[src/rtl/gat_pkg.sv]
// Shared constants and FSM encoding for the GAT core's new-feature drain path.
package gat_pkg;

  localparam int NEW_FEATURE_WIDTH  = 32;
  localparam int NUM_SUBGRAPHS      = 2708;
  localparam int NUM_FEATURE_OUT    = 16;
  localparam int NEW_FEATURE_DEPTH  = NUM_SUBGRAPHS * NUM_FEATURE_OUT;
  localparam int NEW_FEATURE_ADDR_W = $clog2(NEW_FEATURE_DEPTH);

  typedef enum logic [2:0] {
    S_IDLE     = 3'd0,
    S_WAIT_RDY = 3'd1,
    S_ISSUE    = 3'd2,
    S_DRAIN    = 3'd3,
    S_DONE     = 3'd4
  } rd_state_e;

endpackage

[src/rtl/feat_stream_reader_if.sv]
// AXI4-Stream style bus carrying drained feature words plus first/last markers.
interface feat_stream_reader_if #(
  parameter int W = 32
) ();
  // A beat transfers on a cycle where tvalid && tready; once tvalid is high the
  // source holds tdata/tlast/tuser stable until that transfer happens.
  logic [W-1:0] tdata;
  logic         tvalid;
  logic         tready;
  logic         tlast;
  logic         tuser;

  modport master (output tdata, output tvalid, output tlast, output tuser, input tready);
  modport slave  (input tdata, input tvalid, input tlast, input tuser, output tready);
endinterface

[src/rtl/feat_rd_fifo.sv]
// Small synchronous FIFO that absorbs read data landing while the sink stalls.
module feat_rd_fifo #(
  parameter int WIDTH = 34,
  parameter int DEPTH = 4,
  localparam int PTR_W = (DEPTH > 1) ? $clog2(DEPTH) : 1,
  localparam int CNT_W = $clog2(DEPTH + 1)
) (
  input  logic             clk,
  input  logic             rst_n,
  input  logic             push,
  input  logic [WIDTH-1:0] wdata,
  input  logic             pop,
  output logic [WIDTH-1:0] rdata,
  output logic             full,
  output logic             empty,
  output logic [CNT_W-1:0] count
);

  logic [WIDTH-1:0] mem_q [DEPTH];
  logic [WIDTH-1:0] mem_d [DEPTH];
  logic [PTR_W-1:0] wr_ptr_q, wr_ptr_d, rd_ptr_q, rd_ptr_d;
  logic [CNT_W-1:0] count_q, count_d;
  logic             do_push, do_pop;

  function automatic logic [PTR_W-1:0] ptr_inc(input logic [PTR_W-1:0] p);
    return (p == PTR_W'(DEPTH - 1)) ? '0 : p + PTR_W'(1);
  endfunction

  assign full  = (count_q == CNT_W'(DEPTH));
  assign empty = (count_q == '0);
  assign count = count_q;
  assign rdata = mem_q[rd_ptr_q];

  always_comb begin
    do_pop   = pop && !empty;
    // A push into a full FIFO is accepted only when a pop frees the slot.
    do_push  = push && (!full || do_pop);
    mem_d    = mem_q;
    wr_ptr_d = wr_ptr_q;
    rd_ptr_d = rd_ptr_q;
    count_d  = count_q;
    if (do_push) begin
      mem_d[wr_ptr_q] = wdata;
      wr_ptr_d        = ptr_inc(wr_ptr_q);
    end
    if (do_pop) rd_ptr_d = ptr_inc(rd_ptr_q);
    if (do_push && !do_pop)      count_d = count_q + CNT_W'(1);
    else if (do_pop && !do_push) count_d = count_q - CNT_W'(1);
  end

  always_ff @(posedge clk or negedge rst_n) begin
    if (!rst_n) begin
      for (int i = 0; i < DEPTH; i++) mem_q[i] <= '0;
      wr_ptr_q <= '0;
      rd_ptr_q <= '0;
      count_q  <= '0;
    end else begin
      mem_q    <= mem_d;
      wr_ptr_q <= wr_ptr_d;
      rd_ptr_q <= rd_ptr_d;
      count_q  <= count_d;
    end
  end

endmodule

[src/rtl/feat_stream_reader.sv]
// Sweeps the new-feature BRAM after a layer completes and streams every word out
// in address order, issuing reads only when the skid FIFO has room for them.
module feat_stream_reader #(
  parameter int NEW_FEATURE_WIDTH  = gat_pkg::NEW_FEATURE_WIDTH,
  parameter int NUM_SUBGRAPHS      = gat_pkg::NUM_SUBGRAPHS,
  parameter int NUM_FEATURE_OUT    = gat_pkg::NUM_FEATURE_OUT,
  parameter int NEW_FEATURE_DEPTH  = NUM_SUBGRAPHS * NUM_FEATURE_OUT,
  parameter int NEW_FEATURE_ADDR_W = $clog2(NEW_FEATURE_DEPTH),
  parameter int RD_LATENCY         = 2,
  parameter int FIFO_DEPTH         = 4
) (
  input  logic                          clk,
  input  logic                          rst_n,
  input  logic                          start,
  input  logic                          gat_ready,
  output logic                          busy,
  output logic                          done,
  output logic [NEW_FEATURE_ADDR_W+1:0] feat_bram_addrb,
  input  logic [NEW_FEATURE_WIDTH-1:0]  feat_bram_dout,
  feat_stream_reader_if.master          m_axis,
  output gat_pkg::rd_state_e            dbg_state
);
  import gat_pkg::*;

  localparam int FC_W  = (NUM_FEATURE_OUT > 1) ? $clog2(NUM_FEATURE_OUT) : 1;
  localparam int CNT_W = $clog2(FIFO_DEPTH + 1);
  localparam int FW    = NEW_FEATURE_WIDTH + 2;
  localparam logic [NEW_FEATURE_ADDR_W-1:0] LAST_IDX = NEW_FEATURE_ADDR_W'(NEW_FEATURE_DEPTH - 1);
  localparam logic [FC_W-1:0]               LAST_FC  = FC_W'(NUM_FEATURE_OUT - 1);

  rd_state_e                     state_q, state_d;
  logic [NEW_FEATURE_ADDR_W-1:0] idx_q, idx_d;
  logic [FC_W-1:0]               fcnt_q, fcnt_d;
  logic [RD_LATENCY-1:0]         pv_q, pv_d, pu_q, pu_d, pl_q, pl_d;
  logic                          issue, credit_ok, drain_done, last_idx;
  logic [CNT_W-1:0]              fifo_count;
  logic                          fifo_full, fifo_empty, fifo_pop;
  logic [FW-1:0]                 fifo_rdata;
  int                            inflight;

  // Every valid tag in the pipeline already owns a FIFO slot it will land in.
  always_comb begin
    inflight = 0;
    for (int i = 0; i < RD_LATENCY; i++) inflight = inflight + (pv_q[i] ? 1 : 0);
  end

  assign last_idx   = (idx_q == LAST_IDX);
  assign credit_ok  = ((inflight + int'(fifo_count) + 1) <= FIFO_DEPTH) && !fifo_full;
  assign fifo_pop   = m_axis.tvalid && m_axis.tready;
  // Finishing on the pop of the last entry lets done land one cycle after tlast.
  assign drain_done = (inflight == 0) &&
                      (fifo_empty || ((fifo_count == CNT_W'(1)) && fifo_pop));

  always_comb begin
    state_d = state_q;
    idx_d   = idx_q;
    fcnt_d  = fcnt_q;
    issue   = 1'b0;
    case (state_q)
      S_IDLE: begin
        if (start) begin
          state_d = S_WAIT_RDY;
          idx_d   = '0;
          fcnt_d  = '0;
        end
      end
      S_WAIT_RDY: if (gat_ready) state_d = S_ISSUE;
      S_ISSUE: begin
        if (credit_ok) begin
          issue  = 1'b1;
          fcnt_d = (fcnt_q == LAST_FC) ? '0 : fcnt_q + FC_W'(1);
          if (last_idx) state_d = S_DRAIN;
          else          idx_d   = idx_q + NEW_FEATURE_ADDR_W'(1);
        end
      end
      S_DRAIN: if (drain_done) state_d = S_DONE;
      S_DONE:  state_d = S_IDLE;
      default: state_d = S_IDLE;
    endcase
  end

  always_comb begin
    pv_d    = pv_q;
    pu_d    = pu_q;
    pl_d    = pl_q;
    pv_d[0] = issue;
    pu_d[0] = (fcnt_q == '0);
    pl_d[0] = last_idx;
    for (int i = 1; i < RD_LATENCY; i++) begin
      pv_d[i] = pv_q[i-1];
      pu_d[i] = pu_q[i-1];
      pl_d[i] = pl_q[i-1];
    end
  end

  always_ff @(posedge clk or negedge rst_n) begin
    if (!rst_n) begin
      state_q <= S_IDLE;
      idx_q   <= '0;
      fcnt_q  <= '0;
      pv_q    <= '0;
      pu_q    <= '0;
      pl_q    <= '0;
    end else begin
      state_q <= state_d;
      idx_q   <= idx_d;
      fcnt_q  <= fcnt_d;
      pv_q    <= pv_d;
      pu_q    <= pu_d;
      pl_q    <= pl_d;
    end
  end

  feat_rd_fifo #(
    .WIDTH (FW),
    .DEPTH (FIFO_DEPTH)
  ) u_fifo (
    .clk   (clk),
    .rst_n (rst_n),
    .push  (pv_q[RD_LATENCY-1]),
    .wdata ({pu_q[RD_LATENCY-1], pl_q[RD_LATENCY-1], feat_bram_dout}),
    .pop   (fifo_pop),
    .rdata (fifo_rdata),
    .full  (fifo_full),
    .empty (fifo_empty),
    .count (fifo_count)
  );

  assign m_axis.tvalid = !fifo_empty;
  assign m_axis.tdata  = fifo_rdata[NEW_FEATURE_WIDTH-1:0];
  assign m_axis.tlast  = fifo_rdata[NEW_FEATURE_WIDTH];
  assign m_axis.tuser  = fifo_rdata[NEW_FEATURE_WIDTH+1];
  assign busy            = (state_q != S_IDLE);
  assign done            = (state_q == S_DONE);
  assign feat_bram_addrb = {idx_q, 2'b00};
  assign dbg_state       = state_q;

endmodule

[src/flat_wrapper.sv]
// flat-port wrapper written by rule: the top's interface ports become plain ports
module feat_stream_reader_flat import gat_pkg::*;
#(
  parameter int NEW_FEATURE_WIDTH  = gat_pkg::NEW_FEATURE_WIDTH,
  parameter int NUM_SUBGRAPHS      = gat_pkg::NUM_SUBGRAPHS,
  parameter int NUM_FEATURE_OUT    = gat_pkg::NUM_FEATURE_OUT,
  parameter int NEW_FEATURE_DEPTH  = NUM_SUBGRAPHS * NUM_FEATURE_OUT,
  parameter int NEW_FEATURE_ADDR_W = $clog2(NEW_FEATURE_DEPTH),
  parameter int RD_LATENCY         = 2,
  parameter int FIFO_DEPTH         = 4
)
  (clk, rst_n, start, gat_ready, busy, done, feat_bram_addrb, feat_bram_dout, dbg_state, m_axis_tdata, m_axis_tvalid, m_axis_tlast, m_axis_tuser, m_axis_tready);
  feat_stream_reader_if #(.W((32))) m_axis_i ();
  input  logic clk;
  input  logic rst_n;
  input  logic start;
  input  logic gat_ready;
  output logic busy;
  output logic done;
  output logic [NEW_FEATURE_ADDR_W+1:0] feat_bram_addrb;
  input  logic [NEW_FEATURE_WIDTH-1:0] feat_bram_dout;
  output gat_pkg::rd_state_e dbg_state;
  output wire logic [$bits(m_axis_i.tdata)-1:0] m_axis_tdata;
  output wire logic [$bits(m_axis_i.tvalid)-1:0] m_axis_tvalid;
  output wire logic [$bits(m_axis_i.tlast)-1:0] m_axis_tlast;
  output wire logic [$bits(m_axis_i.tuser)-1:0] m_axis_tuser;
  input wire logic [$bits(m_axis_i.tready)-1:0] m_axis_tready;
  assign m_axis_tdata = m_axis_i.tdata;
  assign m_axis_tvalid = m_axis_i.tvalid;
  assign m_axis_tlast = m_axis_i.tlast;
  assign m_axis_tuser = m_axis_i.tuser;
  assign m_axis_i.tready = m_axis_tready;
  feat_stream_reader #(.NEW_FEATURE_WIDTH(NEW_FEATURE_WIDTH), .NUM_SUBGRAPHS(NUM_SUBGRAPHS), .NUM_FEATURE_OUT(NUM_FEATURE_OUT), .NEW_FEATURE_DEPTH(NEW_FEATURE_DEPTH), .NEW_FEATURE_ADDR_W(NEW_FEATURE_ADDR_W), .RD_LATENCY(RD_LATENCY), .FIFO_DEPTH(FIFO_DEPTH)) u_core (.clk(clk), .rst_n(rst_n), .start(start), .gat_ready(gat_ready), .busy(busy), .done(done), .feat_bram_addrb(feat_bram_addrb), .feat_bram_dout(feat_bram_dout), .m_axis(m_axis_i), .dbg_state(dbg_state));
endmodule
[config.mk]
export PLATFORM = sky130hd
export DESIGN_NAME = feat_stream_reader_flat
export DESIGN_NICKNAME = d
export VERILOG_FILES = /design/src/rtl/gat_pkg.sv /design/src/rtl/feat_stream_reader_if.sv /design/src/rtl/feat_rd_fifo.sv /design/src/rtl/feat_stream_reader.sv /design/src/flat_wrapper.sv
export SDC_FILE = /design/constraint.sdc
export NUM_CORES = 1
export LEC_CHECK = 0
export CORE_MARGIN = 4
export CORE_UTILIZATION = 50
export CTS_CLUSTER_DIAMETER = 120
export DETAILED_ROUTE_END_ITERATION = 8
export GPL_TIMING_DRIVEN = 0
export PLACE_DENSITY = 0.74
export SLEW_MARGIN = 20
export SYNTH_ARGS = -nofsm -noshare
export SYNTH_HDL_FRONTEND = slang
export SYNTH_HIERARCHICAL = 1
export SYNTH_SLANG_ARGS = --single-unit
[constraint.sdc]
create_clock -name clk -period 3.15 [get_ports clk]
set_clock_uncertainty 0.15 [all_clocks]
set_input_delay 0.63 -clock clk [delete_from_list [all_inputs] [get_ports clk]]
set_output_delay 0.63 -clock clk [all_outputs]
set_load 0.02 [all_outputs]
==> results.toml <==
[outcome]
status = "complete, no violations"

[clock_tree]
hold_buffers = 0
cts_tree = "done"
cts_buffers = 17
cts_max_level = 4
path_clk_slew_ns = 0.06
cts_setup_buffers = 0
clk_path_buf_depth = 2
clkSinkCount = 172
clk_latency_ns = 0.43
cts_root_buf = "clkbuf_16"

[sta]
slew_headroom_pct = 54.72
worstMarginPinSlew_ns = 0.6793
slew_viol_final = 0
finalCriticalPeriod_ns = 3.050
max_freq_mhz = 327.9
tns_ns = 0
hold_viol_final = 0
period_share_pct = 96.82
setup_violations = 0
setup_slack_ns = 0.1003

[synth]
synth-seq-cells = 172
synth_area_um2 = 8058
yosysTopAreaCell = "dfrtp_1"
syn_area_per_cell_um2 = 14.87
synth-edff-count = 0
yosysUniqueCellTypes = 55
synth_area_leaders = "dfrtp_1 53%, mux2_2 20%, mux4_2 9.5%"
yosysSeqAreaShare_pct = 53.42
synth_cells = 542
ys.flop_type = "dfrtp_1"
async_reset_ff_share_pct = 100.0
yosys_warnings = 6
synth_top_area_share_pct = 53.42

[placement]
dp_cells = 852
portBuffers = 92
pre_cts_slack_ns = -0.03839
gp_congestion = 0.8253
hpwl_um = 10990

[critical_path]
critical_path_class = "flop to output port"
worstPathMaxFanout = 10
worstPathArrival_ns = 2.27
worstSetupStartpointType = "flop"
required_ns = 2.37
cp-end-kind = "output port"

[global_routing]
met3_usage_pct = 4.732
gr-total-overflow = 0
busiest_layer = "met2"
grt_pass1_vias = 5309
antenna_found_initial = 0
use_met1_pct = 25.57
grt_pass1_wl_um = 27360
grt_start_max_net_pins = 91
met2_usage_pct = 31.38
grt.total_usage_pct = 19.12

[detailed_routing]
drt_iter0_markers = 196
drt_pass1_iterations = 4
drc = 0
ant_nets = 0
vias = 4861
wirelength_um = 16330
avgViaCountPerCell = 5.505
wl_per_cell_um = 18.49

[floorplanning]
die-area_um2 = 18210
io_pins = 95
die_y_um = 134.9
coreArea_um2 = 15830
rows = 46
die-width_um = 134.9
initial_utilization_pct = 50.91

[power]
power_leakage_uw = 0.004172
p_per_area_nw_per_um2 = 1070
finalPower_uw = 10620
ir_drop_v = 0.0005898

[cells_and_area]
syn2layout_area_growth_pct = 23.21
final_util_pct = 62.73
mostFrequentLayoutCells = "171 x dfrtp_1, 143 x mux2_2, 71 x clkdlybuf4s50_1, 34 x mux4_2, 22 x nand2_1"
layout.cells.non_filler = 883
final_common_cell = "dfrtp_1"
fin_nets = 705
drive_gt1_share_pct = 37.93
antenna_cells = 0

[min_path]
min_path_type = "input pin to asynchronous set/reset pin"

[job]
maxCapViolCount = 0
## critical path: stages (launching register included)
cell and delay (ns):
dfrtp_1 0.38, buf_6 0.19, buf_6 0.21, mux4_2 0.52
clkdlybuf4s50_1 0.55
## what timing repair did
| item | 4_1_cts | 5_1_grt |
|---|---|---|
| hold endpoints to repair | 0 | 0 |
| resized for setup | 16 | 21 |
| setup endpoints to repair | 29 | 28 |
## metrics by stage
step | hold slack, ns | instance area, µm²
after floorplan | 0.1812 | 8061
after global placement | 0.1848 | 9253
after detailed placement | 0.1847 | 9285
after CTS | 0.08523 | 9872
after global routing | 0.09805 | 9928
final | 0.04441 | 9928
## flip-flops by register name, summed over array words and instances (netlist names)
| name | count |
|---|---|
| u_core/dbg_state | 3 |
| u_core/pv_q | 2 |
| u_core/fcnt_q | 4 |
| u_core/u_fifo/mem_q | 136 |
| u_core/u_fifo/wr_ptr_q | 2 |
| u_core/pl_q | 2 |
| u_core/idx_q | 16 |
| u_core/u_fifo/count | 3 |
| u_core/u_fifo/rd_ptr_q | 2 |
| u_core/pu_q | 2 |
## cell families after synthesis
family / after synthesis / synth area share [%]
compound gates: 40 / 4.255
buf+inv: 47 / 3.664
fa+ha+maj: 14 / 2.267
xor+xnor: 4 / 0.4349
mux: 184 / 30.36
simple gates: 80 / 5.559
other cells: 1 / 0.04654
flops: 172 / 53.42
## synthesized netlist by cell type (3+ instances only)
cell	count
a211oi_1	5
a21oi_1	9
buf_2	7
buf_6	13
clkbuf_1	6
dfrtp_1	172
ha_1	13
inv_1	17
mux2_2	143
mux2i_1	7
mux4_2	34
nand2_1	22
nand2b_1	9
nand3_1	6
nor2_1	12
nor2_2	4
nor2b_1	3
nor3_1	4
nor3b_1	5
o211ai_1	5
o21ai_0	3
## layout make-up
type | instances | area (µm²)
fill | 1192 | 5899
sequential | 172 | 4305
multi-input combinational | 324 | 3467
timing repair buffer | 93 | 992.2
clock buffer | 18 | 439.2
tap | 216 | 270.3
buffer | 28 | 264.0
clock inverter | 14 | 122.6
inverter | 18 | 67.56
## worst paths after layout
| check | to | cells after the start | slack (ns) | start |
|---|---|---|---|---|
| min in group clk | u_core/pl_q[1]$_DFF_PN0_ | 0 | 0.20 | u_core/pl_q[0]$_DFF_PN0_ |
| worst min-delay path | u_core/u_fifo/mem_q[18]$_DFFE_PN0P_ | 1 | 0.04 | rst_n |
| max in group asynchronous | u_core/u_fifo/rd_ptr_q[1]$_DFFE_PN0P_ | 2 | 1.95 | rst_n |
| worst min register to register | u_core/pl_q[1]$_DFF_PN0_ | 0 | 0.20 | u_core/pl_q[0]$_DFF_PN0_ |
| worst max-delay path | m_axis_tdata[27] | 4 | 0.10 | u_core/u_fifo/rd_ptr_q[0]$_DFFE_PN0P_ |
| worst max register to register | u_core/u_fifo/count[1]$_DFFE_PN0P_ | 8 | 0.19 | u_core/u_fifo/count[0]$_DFFE_PN0P_ |
## routing by layer
metal	vias up	wire, µm
li1	2210	-
met1	2529	7307
met2	105	8053
met3	17	778
met4	0	187
met5	-	0
## report_power, final
| group | leakage [µW] | total (µW) | switching [µW] | internal, µW |
|---|---|---|---|---|
| combinational | 0.00184 | 4810 | 2120 | 2690 |
| sequential | 0.00207 | 3830 | 614 | 3210 |
| clock | 0.000264 | 1990 | 878 | 1110 |
No activity file was read; power rests on OpenSTA's default activity.
